### config.mk
export PLATFORM = sky130hd
export DESIGN_NAME = scanline_buf_ctrl
export DESIGN_NICKNAME = d
export VERILOG_FILES = /design/src/rtl/gpu2d_pkg.sv /design/src/rtl/scanline_buf_ctrl.sv
export SDC_FILE = /design/constraint.sdc
export NUM_CORES = 1
export LEC_CHECK = 0
export BUFFER_PORTS_ARGS = -buffer_cell sky130_fd_sc_hd__buf_4
export CORE_AREA = 2 2 56 58
export DETAILED_ROUTE_END_ITERATION = 10
export DIE_AREA = 0 0 58 60
export PLACE_DENSITY = 0.76
export SLEW_MARGIN = 20
export SYNTH_ARGS = -nofsm -noshare
export SYNTH_HDL_FRONTEND = slang
export SYNTH_SLANG_ARGS = --single-unit
### constraint.sdc
create_clock -name clk -period 1.9 [get_ports clk]
set_input_delay 0.57 -clock clk [delete_from_list [all_inputs] [get_ports clk]]
set_output_delay 0.57 -clock clk [all_outputs]
set_load 0.005 [all_outputs]
### src/rtl/gpu2d_pkg.sv
// Shared types and constants for the 2D GPU line-buffer path.
package gpu2d_pkg;

  localparam int LINE_W_MAX = 512;
  localparam int VRAM_AW    = 10;

  typedef logic [7:0] pixel_t;

  typedef enum logic {
    RENDER = 1'b0,
    DONE   = 1'b1
  } render_state_e;

  typedef enum logic {
    IDLE = 1'b0,
    SCAN = 1'b1
  } scan_state_e;

  // Snapshot of controller state for observation by checkers.
  typedef struct packed {
    render_state_e render_state;
    scan_state_e   scan_state;
    logic          front_bank;
    logic [8:0]    x;
  } ctrl_dbg_t;

endpackage

### src/rtl/scanline_buf_ctrl.sv
// Ping-pong scanline controller: the 1024x8 VRAM holds two 512-byte line
// banks. The renderer fills the back bank through port A, scan-out reads
// (and optionally clears) the front bank through port B, and the banks
// swap on every line_start.
//
// Handshake: a renderer write transfers in any cycle where wr_valid and
// wr_ready are both high; wr_ready depends only on internal state, never
// on wr_valid. Writes with wr_x >= LINE_W complete the handshake but are
// dropped.
import gpu2d_pkg::*;

module scanline_buf_ctrl #(
  parameter int LINE_W    = 512,
  parameter int DATA_W    = 8,
  parameter int CLR_ON_RD = 1
) (
  input  logic              clk,
  input  logic              rst,
  input  logic              line_start,
  input  logic              pix_en,
  output logic [DATA_W-1:0] pix_data,
  output logic              pix_valid,
  input  logic              wr_valid,
  output logic              wr_ready,
  input  logic [8:0]        wr_x,
  input  logic [DATA_W-1:0] wr_data,
  input  logic              line_done,
  output logic              front_bank,
  output logic              underrun,
  output logic              vram_we_a,
  output logic [9:0]        vram_addr_a,
  output logic [DATA_W-1:0] vram_d_a,
  output logic              vram_we_b,
  output logic [9:0]        vram_addr_b,
  output logic [DATA_W-1:0] vram_d_b,
  input  logic [DATA_W-1:0] vram_q_b,
  output ctrl_dbg_t         dbg
);

  localparam logic [9:0] LINE_W_V = 10'(LINE_W);
  localparam logic [8:0] X_LAST   = 9'(LINE_W - 1);

  render_state_e render_q, render_d;
  scan_state_e   scan_q, scan_d;
  logic [8:0]    x_q, x_d;
  logic          front_q, front_d;
  logic          rd_issue;
  logic          pix_valid_q;

  // State register for both FSMs, the scan x counter and the bank bit.
  always_ff @(posedge clk or posedge rst) begin
    if (rst) begin
      render_q <= RENDER;
      scan_q   <= IDLE;
      x_q      <= '0;
      front_q  <= 1'b0;
    end else begin
      render_q <= render_d;
      scan_q   <= scan_d;
      x_q      <= x_d;
      front_q  <= front_d;
    end
  end

  // Next state: line_start overrides everything else (swap, restart scan).
  always_comb begin
    render_d = render_q;
    scan_d   = scan_q;
    x_d      = x_q;
    front_d  = front_q;
    if (render_q == RENDER && line_done) begin
      render_d = DONE;
    end
    if (rd_issue) begin
      if (x_q == X_LAST) begin
        scan_d = IDLE;
        x_d    = '0;
      end else begin
        x_d = x_q + 9'd1;
      end
    end
    if (line_start) begin
      front_d  = ~front_q;
      render_d = RENDER;
      scan_d   = SCAN;
      x_d      = '0;
    end
  end

  // Outputs: both VRAM ports are driven combinationally from current state.
  always_comb begin
    wr_ready    = (render_q == RENDER);
    vram_we_a   = wr_valid && wr_ready && ({1'b0, wr_x} < LINE_W_V);
    vram_addr_a = {~front_q, wr_x};
    vram_d_a    = wr_data;
    // A read on the swap cycle is suppressed; the new line starts next cycle.
    rd_issue    = (scan_q == SCAN) && pix_en && !line_start;
    vram_we_b   = rd_issue && (CLR_ON_RD != 0);
    vram_addr_b = {front_q, x_q};
    vram_d_b    = '0;
    underrun    = line_start && (render_q == RENDER) && !line_done;
  end

  // Read-valid flag tracks the VRAM's one-cycle read latency.
  always_ff @(posedge clk or posedge rst) begin
    if (rst) begin
      pix_valid_q <= 1'b0;
    end else begin
      pix_valid_q <= rd_issue;
    end
  end

  assign pix_valid  = pix_valid_q;
  assign pix_data   = vram_q_b;
  assign front_bank = front_q;

  assign dbg.render_state = render_q;
  assign dbg.scan_state   = scan_q;
  assign dbg.front_bank   = front_q;
  assign dbg.x            = x_q;

endmodule

==> impl_results.md <==
- Required time reported for the critical path endpoint: 2.10 ns
- Achievable frequency: 564 MHz
- TritonCTS clock tree: done
- Adder-cell area share of the yosys netlist: between 2 and 3%
- Chip width: 58 um
- Initial detailed-routing violation count: 9
- Final-layout fill cell count: just over 300
- Total Power: 643 uW
- Port Buffers: 34
- Post-CTS sizing: 0
- Via count: 682
- Critical Path AT: 1.97 ns
- Final critical-path share of the clock period: 93.4%
- Total routing usage reported by global routing: 9.82%
- Clock-pin slew on the worst setup and hold paths: 0.08 ns
- Critical path fanouts, max: 6
- CP top delay family: simple AND/OR/NAND/NOR gates
- Maximum number of pins on one net before global-route repair: 14
- Layout overhead on the synthesized area: 1.01%
- Clock skew: 0.00348 ns
- Sinks on the clock net: 13
- I/O pin count: 93
- Main combinational cell family by area after synthesis: buffers and inverters
- Share of synthesized cell area in and, or, nand and nor gates: 15.0%
- Post-DRT Antenna Nets: 0
- Core area: roughly 0.0029 mm2
- Area of combinational cells with multiple inputs: between 300 and 400 um2
- Area share of xor/xnor cells in the synthesized design: 0.884%
- Critical path start-end classification: reg2reg
- Compound-cell area share of the yosys netlist: 11.5%
- Fraction of final layout cells with drive strength greater than 1: around two fifths
- Count of buffering cells on the critical path with inverters included: 0
- Number of antenna violations at the first check in global routing: 0
- Vias in the first global route: 597
- Sequential cell area: 325 um2
- Number of setup buffers added after CTS: 0
- Crit-path slowest cell: or4b_1
- Routed wire length per instance: approximately 12 um
- Number of flip-flops and latches in the synthesized netlist: 13
- Antenna diode count: 0
- Die Ht: about 60 um
- DPL Wire Length: 1400 um
- Delay of the slowest cell on the worst path: 0.51 ns
- Setup repair after global routing missed its margin: no
- Num CTS Buffers: 3
- Std cell rows: 20
- Power density over the cells: 642 mW/mm2
- Mux cell area share after synthesis: 0%
- Final weighted congestion of routability-driven global placement: about 0.8
- IR Drop Worst-Case VDD: 0.000221 V
- Type of destination of the critical path: register
- Max-slew violation total from the final report: 0
- Leak pwr: 0.000494 uW
- CTS Root Cell: clkbuf_4
- Worst max-slew margin expressed relative to the limit: between 60% and 70%
- Hold/Removal Path Class: in2async
- Max cap viols: 0
- Via density per instance: about 4.7
- Source-to-sink clock delay at the later pin of the worst-skew pair: around 0.26 ns
- Count of distinct cell types in the synthesized netlist: 26
- Startpoint type of the worst setup path: register
- Yosys top cell by area: buf_4
- Max Buffers Root-to-Sink: 2
- DRC violations left: 0
- Minimum hold slack: approximately 0.33 ns
- Post-route minimum period: roughly 1.8 ns
- Setup_tns: 0 ns
- Number of hold buffers added after CTS: 0
- Pre-antenna DRT Iters: 4
- Effective utilization at floorplan: 34.1%
- Warnings, synthesis: 0
- Residual overflow from global routing: 0
- Actual transition at the worst max-transition pin: between 0.5 and 0.6 ns
- Fraction of the yosys area taken by sequential cells: approximately a third
- Biggest area contributors in the synthesized netlist: buf_4, dfrtp_1, a21oi_1
- Final core utilization: approximately 34%
- Final #Nets: between 100 and 150
- Die footprint: 0.00348 mm2
- Cell area after synthesis: 991 um2
- H-tree depth: 1
- Total of endpoints with negative setup slack in the final report: 0
- Worst path most repeated cell: ha_1
- Final hold vios: 0
- CP Cell Sequence: ha_1 -> nand3_1 -> nor2_1 -> ha_1 -> or4b_1 -> a21oi_1
- Proportion of netlist area held by the largest area contributor: between 30% and 40%
- Run status: finished clean
- Cell count after synthesis: approximately 110
- Wire length of the first global-routing pass: approximately 2600 um
- WL final: ~1800 um
- Mean cell area of the mapped netlist: 8.77 um2
-- metal layers --
metal  GRT usage [%]  vias to the layer above  part of all wire, %
li1                -                      327                    -
met1            11.4                      318                   36
met2            16.4                       35                   53
met3            3.68                        2                   10
met4            3.99                        0                 0.56
met5               0                        -                    0
-- sequential cells by signal, summed over array words and instances, names as in the netlist --
signal / cells
front_bank: 1
render_q: 1
scan_q: 1
pix_valid: 1
x_q: 9
-- synthesized netlist by cell type --
| master | count |
|---|---|
| buf_4 | 46 |
| or4b_1 | 1 |
| dfrtp_1 | 13 |
| nand2_1 | 5 |
| a31o_2 | 1 |
| o31ai_1 | 3 |
| or3_2 | 2 |
| and4bb_2 | 1 |
| a21oi_2 | 1 |
| nand4b_1 | 1 |
| buf_2 | 1 |
| conb_1 | 1 |
| buf_1 | 1 |
| o21ai_0 | 3 |
| a21oi_1 | 9 |
| or4_1 | 3 |
| inv_1 | 3 |
| ha_1 | 2 |
| and2_1 | 1 |
| nor2_1 | 6 |
| nor2b_1 | 1 |
| nand4_1 | 1 |
| nand3_1 | 4 |
| a21o_1 | 1 |
| xor2_1 | 1 |
| a31oi_1 | 1 |
-- per-stage QoR --
stage	cell area [um2]	worst slack, ns	std cells
floorplan	1020	0.208	120
global placement	975	0.216	141
detailed placement	975	0.140	141
CTS	1000	0.117	145
global route	1000	0.0243	145
finish	1000	0.126	145
-- final cells by class --
class	instances	area share, %
clock buffer	4	2.63
tap	33	4.13
inverter	3	1.13
timing repair buffer	36	27.0
sequential	13	32.5
multi-input combinational	56	32.6
-- kinds of logic (layout without fill, tap and decap cells) --
family | after synthesis | in the layout
xor gates and xnor gates | 1 | 1
DFF | 13 | 13
AOI/OAI and AO/OA | 19 | 19
buffers and inverters | 51 | 43
adders and majority gates | 2 | 2
other | 1 | 8
and+or+nand+nor | 26 | 26
-- report_power, final --
group	total (uW)	switching [uW]	internal (uW)
Sequential	318	23.6	294
Combinational	158	65.4	93.0
Clock	167	85.9	81.0
-- cell usage in the layout (no fill, tap or decap) --
master,Yosys,final
a21o_1,1,1
a21oi_1,9,9
a21oi_2,1,1
a31o_2,1,1
a31oi_1,1,1
and2_1,1,1
and4bb_2,1,1
buf_4,46,36
clkbuf_1,0,1
clkbuf_4,0,3
conb_1,1,8
dfrtp_1,13,13
ha_1,2,2
inv_1,3,3
nand2_1,5,5
nand3_1,4,4
nand4_1,1,1
nand4b_1,1,1
nor2_1,6,6
nor2b_1,1,1
o21ai_0,3,3
o31ai_1,3,3
or3_2,2,2
or4_1,3,3
or4b_1,1,1
xor2_1,1,1
-- final timing paths --
check | end | start | depth (start not counted) | slack (ns)
worst max-delay path | x_q[2] | x_q[1] | 6 | 0.13
worst min-delay path | x_q[7] | rst | 2 | 0.33
worst max register to register | x_q[2] | x_q[1] | 6 | 0.13
worst min register to register | front_bank | front_bank | 1 | 0.55
max in group asynchronous | pix_valid | rst | 2 | 1.22
min in group clk | render_q | line_done | 3 | 0.53
Note: power is estimated with default switching activity, not from simulation.
